File: config.mk
export PLATFORM = sky130hd
export DESIGN_NAME = dual_issue_ctrl_flat
export DESIGN_NICKNAME = d
export VERILOG_FILES = /design/src/rtl/dual_issue_pkg.sv /design/src/rtl/dual_issue_ctrl_if.sv /design/src/rtl/issue_hazard_detect.sv /design/src/rtl/dual_issue_ctrl.sv /design/src/flat_wrapper.sv
export SDC_FILE = /design/constraint.sdc
export NUM_CORES = 1
export LEC_CHECK = 0
export BUFFER_PORTS_ARGS = -buffer_cell sky130_fd_sc_hd__buf_4
export CAP_MARGIN = 20
export CORE_ASPECT_RATIO = 0.8
export CORE_MARGIN = 4
export CORE_UTILIZATION = 42
export DETAILED_ROUTE_END_ITERATION = 16
export GPL_TIMING_DRIVEN = 0
export PLACE_DENSITY = 0.92
export SETUP_SLACK_MARGIN = 0.1
export SYNTH_ARGS = -nofsm -noshare
export SYNTH_HDL_FRONTEND = slang
export SYNTH_SLANG_ARGS = --single-unit
File: constraint.sdc
create_clock -name clk -period 3.01 [get_ports clk]
set_input_delay 0.602 -clock clk [delete_from_list [all_inputs] [get_ports clk]]
set_output_delay 0.602 -clock clk [all_outputs]
set_load 0.05 [all_outputs]
File: src/rtl/dual_issue_pkg.sv
// Shared types and helpers for the dual-issue controller.
//   issue_state_e : PAIR (both slots issue) / SPLIT (slot 2 issues alone after slot 1)
//   REG_AW        : register-index width
//   CNT_W         : performance counter width (ISSUE_PERF_EN builds only)
//   src_match     : destination rd hits rs1 or rs2, with x0 never matching
package dual_issue_pkg;

  localparam int unsigned REG_AW = 5;
  localparam int unsigned CNT_W  = 32;

  typedef enum logic [0:0] {
    PAIR  = 1'b0,
    SPLIT = 1'b1
  } issue_state_e;

  function automatic logic src_match(input logic [REG_AW-1:0] rd,
                                     input logic [REG_AW-1:0] rs1,
                                     input logic [REG_AW-1:0] rs2);
    return (rd != '0) && ((rd == rs1) || (rd == rs2));
  endfunction

endpackage

File: src/rtl/dual_issue_ctrl_if.sv
// Decode/execute-to-issue-controller bundle.
//   master : pipeline side; drives decode/execute status, receives stall/bubble/redirect controls
//   slave  : issue controller
// With ISSUE_PERF_EN defined the bundle also carries PairCnt, SplitCnt and LuCnt.
interface dual_issue_ctrl_if;
  import dual_issue_pkg::*;

  logic              ValidD1, ValidD2;
  logic [REG_AW-1:0] RdD1;
  logic              RegWriteD1;
  logic [REG_AW-1:0] Rs1D1, Rs2D1, Rs1D2, Rs2D2;
  logic              MemD1, MemD2;
  logic              CtrlD1;
  logic              MemReadE1, MemReadE2;
  logic [REG_AW-1:0] RdE1, RdE2;
  logic              TakenE1, TakenE2;

  logic              StallF, StallD1, StallD2;
  logic              BubbleE1, BubbleE2;
  logic              FlushD;
  logic              BranchIn1, BranchIn2;
  logic              SplitS;
`ifdef ISSUE_PERF_EN
  logic [CNT_W-1:0]  PairCnt, SplitCnt, LuCnt;
`endif

  modport master (
    output ValidD1, ValidD2, RdD1, RegWriteD1, Rs1D1, Rs2D1, Rs1D2, Rs2D2,
    output MemD1, MemD2, CtrlD1, MemReadE1, MemReadE2, RdE1, RdE2, TakenE1, TakenE2,
    input  StallF, StallD1, StallD2, BubbleE1, BubbleE2, FlushD, BranchIn1, BranchIn2,
`ifdef ISSUE_PERF_EN
    input  PairCnt, SplitCnt, LuCnt,
`endif
    input  SplitS
  );

  modport slave (
    input  ValidD1, ValidD2, RdD1, RegWriteD1, Rs1D1, Rs2D1, Rs1D2, Rs2D2,
    input  MemD1, MemD2, CtrlD1, MemReadE1, MemReadE2, RdE1, RdE2, TakenE1, TakenE2,
    output StallF, StallD1, StallD2, BubbleE1, BubbleE2, FlushD, BranchIn1, BranchIn2,
`ifdef ISSUE_PERF_EN
    output PairCnt, SplitCnt, LuCnt,
`endif
    output SplitS
  );

endinterface

File: src/rtl/issue_hazard_detect.sv
// Combinational hazard terms for the decoded pair.
//   conflict_o : pair must serialise (slot1->slot2 RAW, two memory ops, or slot-1 control flow)
//   lu_o       : an execute-stage load feeds a source that has not issued yet
//   split_i    : slot 1 already issued, so only slot-2 sources are still live
module issue_hazard_detect
  import dual_issue_pkg::*;
(
  input  logic              valid_d1_i,
  input  logic              valid_d2_i,
  input  logic [REG_AW-1:0] rd_d1_i,
  input  logic              reg_write_d1_i,
  input  logic [REG_AW-1:0] rs1_d1_i,
  input  logic [REG_AW-1:0] rs2_d1_i,
  input  logic [REG_AW-1:0] rs1_d2_i,
  input  logic [REG_AW-1:0] rs2_d2_i,
  input  logic              mem_d1_i,
  input  logic              mem_d2_i,
  input  logic              ctrl_d1_i,
  input  logic              mem_read_e1_i,
  input  logic              mem_read_e2_i,
  input  logic [REG_AW-1:0] rd_e1_i,
  input  logic [REG_AW-1:0] rd_e2_i,
  input  logic              split_i,
  output logic              conflict_o,
  output logic              lu_o
);

  logic raw, mem, live1, live2, hit_e1, hit_e2;

  always_comb begin
    raw        = reg_write_d1_i && src_match(rd_d1_i, rs1_d2_i, rs2_d2_i);
    mem        = mem_d1_i && mem_d2_i;
    conflict_o = valid_d1_i && valid_d2_i && (raw || mem || ctrl_d1_i);

    live1  = valid_d1_i && !split_i;
    live2  = valid_d2_i;
    hit_e1 = (live1 && src_match(rd_e1_i, rs1_d1_i, rs2_d1_i)) ||
             (live2 && src_match(rd_e1_i, rs1_d2_i, rs2_d2_i));
    hit_e2 = (live1 && src_match(rd_e2_i, rs1_d1_i, rs2_d1_i)) ||
             (live2 && src_match(rd_e2_i, rs1_d2_i, rs2_d2_i));
    lu_o   = (mem_read_e1_i && hit_e1) || (mem_read_e2_i && hit_e2);
  end

endmodule

File: src/rtl/dual_issue_ctrl.sv
// Issue/hazard controller for the two-slot dual-issue core.
//   clk, rst : clock and synchronous active-high reset
//   bus      : dual_issue_ctrl_if.slave (decode/execute status in, fetch/decode/execute controls out)
// Priority: redirect > load-use > split > pair. Outputs are combinational from state + inputs and
// forced to zero while rst is high.
// Optional: define ISSUE_PERF_EN for PairCnt/SplitCnt/LuCnt performance counters.
module dual_issue_ctrl
  import dual_issue_pkg::*;
(
  input logic              clk,
  input logic              rst,
  dual_issue_ctrl_if.slave bus
);

  issue_state_e state_q, state_d;
  logic         conflict, lu;

  issue_hazard_detect u_hazard (
    .valid_d1_i    (bus.ValidD1),
    .valid_d2_i    (bus.ValidD2),
    .rd_d1_i       (bus.RdD1),
    .reg_write_d1_i(bus.RegWriteD1),
    .rs1_d1_i      (bus.Rs1D1),
    .rs2_d1_i      (bus.Rs2D1),
    .rs1_d2_i      (bus.Rs1D2),
    .rs2_d2_i      (bus.Rs2D2),
    .mem_d1_i      (bus.MemD1),
    .mem_d2_i      (bus.MemD2),
    .ctrl_d1_i     (bus.CtrlD1),
    .mem_read_e1_i (bus.MemReadE1),
    .mem_read_e2_i (bus.MemReadE2),
    .rd_e1_i       (bus.RdE1),
    .rd_e2_i       (bus.RdE2),
    .split_i       (state_q == SPLIT),
    .conflict_o    (conflict),
    .lu_o          (lu)
  );

  always_comb begin
    state_d       = state_q;
    bus.StallF    = 1'b0;
    bus.StallD1   = 1'b0;
    bus.StallD2   = 1'b0;
    bus.BubbleE1  = 1'b0;
    bus.BubbleE2  = 1'b0;
    bus.FlushD    = 1'b0;
    bus.BranchIn1 = 1'b0;
    bus.BranchIn2 = 1'b0;
    bus.SplitS    = 1'b0;
    if (!rst) begin
      bus.SplitS = (state_q == SPLIT);
      if (bus.TakenE1) begin
        // Older redirect wins and squashes the younger execute slot.
        bus.BranchIn1 = 1'b1;
        bus.BubbleE2  = 1'b1;
        bus.FlushD    = 1'b1;
        state_d       = PAIR;
      end else if (bus.TakenE2) begin
        bus.BranchIn2 = 1'b1;
        bus.FlushD    = 1'b1;
        state_d       = PAIR;
      end else if (lu) begin
        bus.StallF   = 1'b1;
        bus.StallD1  = 1'b1;
        bus.StallD2  = 1'b1;
        bus.BubbleE1 = 1'b1;
        bus.BubbleE2 = 1'b1;
      end else if (state_q == SPLIT) begin
        // Slot 1 went last cycle; only slot 2 issues now.
        bus.BubbleE1 = 1'b1;
        state_d      = PAIR;
      end else if (conflict) begin
        bus.BubbleE2 = 1'b1;
        bus.StallF   = 1'b1;
        bus.StallD1  = 1'b1;
        bus.StallD2  = 1'b1;
        state_d      = SPLIT;
      end
    end
  end

  always_ff @(posedge clk) begin
    if (rst) state_q <= PAIR;
    else     state_q <= state_d;
  end

`ifdef ISSUE_PERF_EN
  logic             pair_evt, split_evt, lu_evt;
  logic [CNT_W-1:0] pair_cnt_q, pair_cnt_d, split_cnt_q, split_cnt_d, lu_cnt_q, lu_cnt_d;

  always_comb begin
    pair_evt    = !rst && (state_q == PAIR) && !bus.TakenE1 && !bus.TakenE2 && !lu &&
                  !conflict && bus.ValidD1 && bus.ValidD2;
    split_evt   = !rst && (state_q == PAIR) && (state_d == SPLIT);
    lu_evt      = !rst && !bus.TakenE1 && !bus.TakenE2 && lu;
    pair_cnt_d  = pair_cnt_q + CNT_W'(pair_evt);
    split_cnt_d = split_cnt_q + CNT_W'(split_evt);
    lu_cnt_d    = lu_cnt_q + CNT_W'(lu_evt);
  end

  always_ff @(posedge clk) begin
    if (rst) begin
      pair_cnt_q  <= '0;
      split_cnt_q <= '0;
      lu_cnt_q    <= '0;
    end else begin
      pair_cnt_q  <= pair_cnt_d;
      split_cnt_q <= split_cnt_d;
      lu_cnt_q    <= lu_cnt_d;
    end
  end

  assign bus.PairCnt  = pair_cnt_q;
  assign bus.SplitCnt = split_cnt_q;
  assign bus.LuCnt    = lu_cnt_q;
`endif

endmodule

File: src/flat_wrapper.sv
// flat-port wrapper written by rule: the top's interface ports become plain ports
module dual_issue_ctrl_flat import dual_issue_pkg::*;
  (clk, rst, bus_ValidD1, bus_ValidD2, bus_RdD1, bus_RegWriteD1, bus_Rs1D1, bus_Rs2D1, bus_Rs1D2, bus_Rs2D2, bus_MemD1, bus_MemD2, bus_CtrlD1, bus_MemReadE1, bus_MemReadE2, bus_RdE1, bus_RdE2, bus_TakenE1, bus_TakenE2, bus_StallF, bus_StallD1, bus_StallD2, bus_BubbleE1, bus_BubbleE2, bus_FlushD, bus_BranchIn1, bus_BranchIn2, bus_SplitS);
  dual_issue_ctrl_if bus_i ();
  input logic clk;
  input logic rst;
  input wire logic [$bits(bus_i.ValidD1)-1:0] bus_ValidD1;
  input wire logic [$bits(bus_i.ValidD2)-1:0] bus_ValidD2;
  input wire logic [$bits(bus_i.RdD1)-1:0] bus_RdD1;
  input wire logic [$bits(bus_i.RegWriteD1)-1:0] bus_RegWriteD1;
  input wire logic [$bits(bus_i.Rs1D1)-1:0] bus_Rs1D1;
  input wire logic [$bits(bus_i.Rs2D1)-1:0] bus_Rs2D1;
  input wire logic [$bits(bus_i.Rs1D2)-1:0] bus_Rs1D2;
  input wire logic [$bits(bus_i.Rs2D2)-1:0] bus_Rs2D2;
  input wire logic [$bits(bus_i.MemD1)-1:0] bus_MemD1;
  input wire logic [$bits(bus_i.MemD2)-1:0] bus_MemD2;
  input wire logic [$bits(bus_i.CtrlD1)-1:0] bus_CtrlD1;
  input wire logic [$bits(bus_i.MemReadE1)-1:0] bus_MemReadE1;
  input wire logic [$bits(bus_i.MemReadE2)-1:0] bus_MemReadE2;
  input wire logic [$bits(bus_i.RdE1)-1:0] bus_RdE1;
  input wire logic [$bits(bus_i.RdE2)-1:0] bus_RdE2;
  input wire logic [$bits(bus_i.TakenE1)-1:0] bus_TakenE1;
  input wire logic [$bits(bus_i.TakenE2)-1:0] bus_TakenE2;
  output wire logic [$bits(bus_i.StallF)-1:0] bus_StallF;
  output wire logic [$bits(bus_i.StallD1)-1:0] bus_StallD1;
  output wire logic [$bits(bus_i.StallD2)-1:0] bus_StallD2;
  output wire logic [$bits(bus_i.BubbleE1)-1:0] bus_BubbleE1;
  output wire logic [$bits(bus_i.BubbleE2)-1:0] bus_BubbleE2;
  output wire logic [$bits(bus_i.FlushD)-1:0] bus_FlushD;
  output wire logic [$bits(bus_i.BranchIn1)-1:0] bus_BranchIn1;
  output wire logic [$bits(bus_i.BranchIn2)-1:0] bus_BranchIn2;
  output wire logic [$bits(bus_i.SplitS)-1:0] bus_SplitS;
  assign bus_i.ValidD1 = bus_ValidD1;
  assign bus_i.ValidD2 = bus_ValidD2;
  assign bus_i.RdD1 = bus_RdD1;
  assign bus_i.RegWriteD1 = bus_RegWriteD1;
  assign bus_i.Rs1D1 = bus_Rs1D1;
  assign bus_i.Rs2D1 = bus_Rs2D1;
  assign bus_i.Rs1D2 = bus_Rs1D2;
  assign bus_i.Rs2D2 = bus_Rs2D2;
  assign bus_i.MemD1 = bus_MemD1;
  assign bus_i.MemD2 = bus_MemD2;
  assign bus_i.CtrlD1 = bus_CtrlD1;
  assign bus_i.MemReadE1 = bus_MemReadE1;
  assign bus_i.MemReadE2 = bus_MemReadE2;
  assign bus_i.RdE1 = bus_RdE1;
  assign bus_i.RdE2 = bus_RdE2;
  assign bus_i.TakenE1 = bus_TakenE1;
  assign bus_i.TakenE2 = bus_TakenE2;
  assign bus_StallF = bus_i.StallF;
  assign bus_StallD1 = bus_i.StallD1;
  assign bus_StallD2 = bus_i.StallD2;
  assign bus_BubbleE1 = bus_i.BubbleE1;
  assign bus_BubbleE2 = bus_i.BubbleE2;
  assign bus_FlushD = bus_i.FlushD;
  assign bus_BranchIn1 = bus_i.BranchIn1;
  assign bus_BranchIn2 = bus_i.BranchIn2;
  assign bus_SplitS = bus_i.SplitS;
  dual_issue_ctrl u_core (.clk(clk), .rst(rst), .bus(bus_i));
endmodule
==> results of run 1 <==
worst register-to-register path: cells and delay by family, from the launching register on:
kind / cells / cell delay, ns
DFF: 1 / 0.29
AOI/OAI and AO/OA: 2 / 0.50
and+or+nand+nor: 2 / 0.16
muxes: 1 / 0.19
buffers and inverters: 3 / 0.36
cell families (layout without fill, tap and decap cells):
kind of cell | count (synthesis) | in the layout | synth area share [%]
XOR/XNOR | 50 | 50 | 51.3
flip-flops | 1 | 1 | 2.35
buffers and inverters | 15 | 63 | 9.68
AND/OR/NAND/NOR | 37 | 37 | 21.3
multiplexers | 1 | 1 | 1.17
AO/OA/AOI/OAI | 16 | 16 | 14.2
per-layer routing:
metal | part of all wire (%) | up-vias
met5 | 0 | -
met4 | 0 | 0
met3 | 7.0 | 0
met2 | 53 | 44
met1 | 40 | 438
li1 | - | 490
where the power goes:
part | switching [mW] | leakage (nW) | internal, mW | total, mW
Clock | 0 | 0 | 0 | 0
Combinational | 0.101 | 0.529 | 0.106 | 0.207
Sequential | 0.0000610 | 0.00808 | 0.0137 | 0.0138
layout make-up:
type,instances,share of cell area (%)
timing repair buffer,48,29.2
sequential,1,1.51
tap,24,2.27
buffer,12,6.90
multi-input combinational,104,59.3
inverter,3,0.851
per-stage QoR:
stage	hold slack, ns	instance area, µm²	TNS, ns	std cells	util [%]
2_1_floorplan	0.578	871	0	120	-
3_3_place_gp	0.608	1240	-0.0724	189	64.9
3_5_place_dp	0.651	1240	-0.231	189	64.9
4_1_cts	0.667	1300	0	192	68.2
5_1_grt	0.751	1320	-0.0619	192	69.3
6_report	0.685	1320	0	192	69.3
cell usage in the layout, fill, tap and decap left out, drive strengths merged, types with 3 or more instances in the layout:
master  Yosys  layout
nor2       10      10
or4         3       3
inv         3       3
xor2       10      10
a21oi       4       4
o21ai       3       3
xnor2      40      40
nand3      11      11
buf         8      56
o22ai       3       3
nand2       7       7
clkbuf      4       4
worst min-delay path by stage:
stage                                startpoint                           to  slack, ns
global placement    u_core.state_q$_SDFFE_PP0N_  u_core.state_q$_SDFFE_PP0N_       0.61
finish              u_core.state_q$_SDFFE_PP0N_  u_core.state_q$_SDFFE_PP0N_       0.68
floorplan           u_core.state_q$_SDFFE_PP0N_  u_core.state_q$_SDFFE_PP0N_       0.58
global route        u_core.state_q$_SDFFE_PP0N_  u_core.state_q$_SDFFE_PP0N_       0.75
CTS                 u_core.state_q$_SDFFE_PP0N_  u_core.state_q$_SDFFE_PP0N_       0.67
detailed placement  u_core.state_q$_SDFFE_PP0N_  u_core.state_q$_SDFFE_PP0N_       0.65
timing repair:
action,in CTS,in global routing
gates resized for setup,11,9
pin swaps,7,2
setup buffers,3,0
setup endpoints to repair,5,5
==> results.toml, run 1 <==
[run_status]
status = "complete, no violations"

[sta]
drv_slew = 0
hold_violations = 0
layout_setup_ws_ns = 0.0275
tightest_slew_ns = 0.545
post-route-min-period_ns = 2.98
setup_viol = 0
period_share_pct = 99.1
max_freq_mhz = 335
maxSlewHeadroom_pct = 63.7
rsz0062_at_grt = "true"
fin_skew_ns = 0

[logic_synthesis]
ys.flop_type = "dfxtp_1"
netlist_area_um2 = 853
synth.avg_cell_area_um2 = 7.11
ys.warnings.count = 0
yosysTopAreaCell = "xnor2_1"
synth.area.top_cells = "xnor2_1, xor2_1, nand3_1"
synth_commonest_cells = "xnor2_1, nand3_1, nor2_1, xor2_1, nand2_1"
async_flop_share_pct = 0
synth.most_common_cell = "xnor2_1"
syn_inst = 120
ys_types = 28
yosysTopAreaCellShare_pct = 41.1
ys_seq_area_share_pct = 2.35
ys_ff_latch = 1
synth_nets = 167
synth-edff-count = 0

[detailed_routing]
first_pass_iters = 4
wl_per_cell_um = 15.1
via_count = 972
routed_wirelength_mm = 2.89
via_per_inst = 5.06
drcViolationCount = 0
antenna_left = 0
first_iter_violations = 18

[cts]
ctsHoldBuffers = 0
cts.clk_slew.worst_paths_ns = 0
clk_latency_ns = 0

[worst_setup_path]
cp_cell_sequence = "buf_1 -> or4_1 -> o21ai_2 -> nor2_1 -> a221oi_4 -> buf_6 -> a31oi_4 -> buf_6"
start_kind = "primary input"
r2r_end = "u_core.state_q$_SDFFE_PP0N_"
critical_path_class = "primary input to primary output"
critPathCaptureType = "primary output"
slowest_delay_ns = 0.56
cp.required_ns = 2.41
crit_path_start = "bus_RdE2[3]"
cp_top_family = "simple AND/OR/NAND/NOR gates"
path_depth = 8
crit_path_frequent_cell = "buf_6"
r2r_start = "u_core.state_q$_SDFFE_PP0N_"
reg2reg_depth = 8
r2r_slack_ns = 1.42
cp_slowest_cell = "or4_1"
path_buf_inv = 3
critPathCapture = "bus_BubbleE2"
crit_fanout = 5
worstPathArrival_ns = 2.38

[grt]
grt_pass1_wl_mm = 4.56
met3_usage_pct = 1.33
antenna_found_initial = 0
gr-total-overflow = 0
met1_usage_pct = 25.6
track_usage_pct = 19.9
grt_max_degree = 7
use_met2_pct = 37.5
grt.busiest_layer = "met2"
grt_pass1_vias = 993

[die]
top_level_ports = 56
die_w_um = 58.4
die-area_um2 = 2820
initial_core_util_pct = 44.7
design.core.area_um2 = 1910
die_y_um = 48.3
row_count = 14

[place]
io_buffer_count = 45
globalplace.congestion = 0.784
place_ws_ns = -0.100
place_hpwl_mm = 2.31

[finish]
top_register = "u_core.state_q"
largest_reg_flops = 1
n_antenna_cell = 0
area_growth_pct = 55.1
regArea_um2 = 20.0
fin_nets = 217
fillers = 165
drive_gt1_share_pct = 39.3
multi_input_comb_area_um2 = 785
reg_top3 = "u_core.state_q x1"

[pwr]
power_mw = 0.220
power_density_nw_per_um2 = 166
peakVddDrop_uv = 99.9
p_leak_nw = 0.537

[run]
max-cap-violations = 0

[worst_hold_path]
holdCritPathClass = "register to register"
hold_path_depth = 3
Power figures use the tool's default switching activity.
==> run 2, diff against run 1 <==
Settings changed: CORE_UTILIZATION 42 to 35, PLACE_DENSITY 0.92 to 0.81.
==> run 2 against run 1 <==
Final cell count is 1.0% higher. Global-route usage decreased by 3.1 points. First-iteration DRC count grew 5.6%. Cell area barely moved. Sequential share of layout area is essentially flat. Core utilization down 10 points. Sequential power hardly changed. Power is 0.76% lower.
==> results.toml, run 2 (synthesis results as in run 1) <==
[worst_hold_path]
holdCritPathClass = "register to register"

[pwr]
peakVddDrop_uv = 82.5
p_leak_nw = 0.544
p_clk_share_pct = 0
power.internal_mw = 0.120
comb_power_share_pct = 93.7
power_density_nw_per_um2 = 165
power_switching_mw = 0.0987
seqPwrFrac_pct = 6.3
switching_share_pct = 45.1

[cts]
cts.clk_slew.worst_paths_ns = 0
clk_latency_ns = 0

[die]
die_y_um = 52.2
die-area_um2 = 3300
top_level_ports = 56
row_count = 15
design.core.area_um2 = 2230
die_w_um = 63.2
initial_core_util_pct = 38.2

[worst_setup_path]
cp_cell_sequence = "buf_1 -> or4_4 -> o21ai_2 -> nor2_1 -> a221oi_4 -> a21oi_4 -> buf_6 -> buf_8"
reg2reg_depth = 8
critical_path_class = "primary input to primary output"
slowest_delay_ns = 0.53
r2r_slack_ns = 1.47
crit_fanout = 5
start_kind = "primary input"
crit_path_start = "bus_RdE2[3]"
cp_slowest_cell = "or4_4"
critPathCapture = "bus_StallF"
r2r_end = "u_core.state_q$_SDFFE_PP0N_"
worstPathArrival_ns = 2.38
cp.required_ns = 2.41
critPathCaptureType = "primary output"
r2r_start = "u_core.state_q$_SDFFE_PP0N_"

[sta]
period_share_pct = 98.9
tightest_slew_ns = 0.428
layout_setup_ws_ns = 0.0326
setup_viol = 0
whs_ns = 0.632
hold_violations = 0
drv_slew = 0
rsz0062_at_grt = "true"
post-route-min-period_ns = 2.98
max_freq_mhz = 336
maxSlewHeadroom_pct = 71.5
finalSetupTns_ns = 0
fin_skew_ns = 0

[finish]
n_antenna_cell = 0
fillers = 203
area_growth_pct = 55.3
drive_gt1_share_pct = 40.2
top_register = "u_core.state_q"
fin_nets = 218
largest_reg_flops = 1
final_common_cell = "buf_4"
final_area_um2 = 1330
stdcell_count = 194
final_cell_mix = "buf_4, xnor2_1, nand3_1"
reg_top3 = "u_core.state_q x1"

[place]
dpl_cell_area_um2 = 1240
place_ws_ns = -0.121
globalplace.congestion = 0.835
place_hpwl_mm = 2.31
place_inst = 190
io_buffer_count = 45

[detailed_routing]
drcViolationCount = 0
via_count = 997
wl_per_cell_um = 14.5
routed_wirelength_mm = 2.81
via_per_inst = 5.14
first_iter_violations = 19
antenna_left = 0
first_pass_iters = 4

[grt]
gr-total-overflow = 0
antenna_found_initial = 0
grt_pass1_vias = 1031
track_usage_pct = 16.8
grt_pass1_wl_mm = 4.60
grt_max_degree = 7

[run_status]
status = "complete, no violations"

[run]
max-cap-violations = 0
[run 2: power by group through the flow]
stage	registers [mW]	clock network (mW)	logic, mW
2_1_floorplan	0.0138	0	0.118
3_3_place_gp	0.0138	0	0.186
3_5_place_dp	0.0138	0	0.192
4_1_cts	0.0138	0	0.200
5_1_grt	0.0138	0	0.223
6_report	0.0138	0	0.205
[run 2: area by class of cell]
type	instances	area, µm²	share of cell area [%]
repair buffers	49	387	29.2
inverters	3	11.3	0.850
flip-flops and latches	1	20.0	1.51
multi-input cells	104	781	58.9
well taps	25	31.3	2.36
plain buffers	12	95.1	7.18
[run 2: repair_timing]
action / CTS / global route
hold buffers: 0 / 0
pin swaps: 6 / 3
setup endpoints to repair: 5 / 5
setup buffers: 2 / 2
resized for setup: 13 / 5
[run 2: worst min path at each step]
stage | from | endpoint | slack, ns | cells after the start
finish | u_core.state_q$_SDFFE_PP0N_ | u_core.state_q$_SDFFE_PP0N_ | 0.63 | 3
global route | u_core.state_q$_SDFFE_PP0N_ | u_core.state_q$_SDFFE_PP0N_ | 0.69 | 3
CTS | u_core.state_q$_SDFFE_PP0N_ | u_core.state_q$_SDFFE_PP0N_ | 0.63 | 3
detailed placement | u_core.state_q$_SDFFE_PP0N_ | u_core.state_q$_SDFFE_PP0N_ | 0.64 | 3
global placement | u_core.state_q$_SDFFE_PP0N_ | u_core.state_q$_SDFFE_PP0N_ | 0.62 | 3
floorplan | u_core.state_q$_SDFFE_PP0N_ | u_core.state_q$_SDFFE_PP0N_ | 0.58 | 3
[run 2: per-stage QoR]
stage	utilization, %	power [mW]
floorplan	-	0.132
global placement	55.5	0.200
detailed placement	55.5	0.206
CTS	58.0	0.213
global route	59.3	0.236
finish	59.3	0.219
[run 2: worst max-delay path: cells and delay by family]
| family | cells | cell delay, ns |
|---|---|---|
| compound gates | 3 | 0.67 |
| buf+inv | 3 | 0.47 |
| simple gates | 2 | 0.62 |
[run 2: routing by layer]
metal	vias up	wire (µm)	track usage, %
met5	-	0	0
met4	0	31	3.23
met3	4	153	1.51
met2	34	1450	31.9
met1	467	1180	20.9
li1	492	-	-
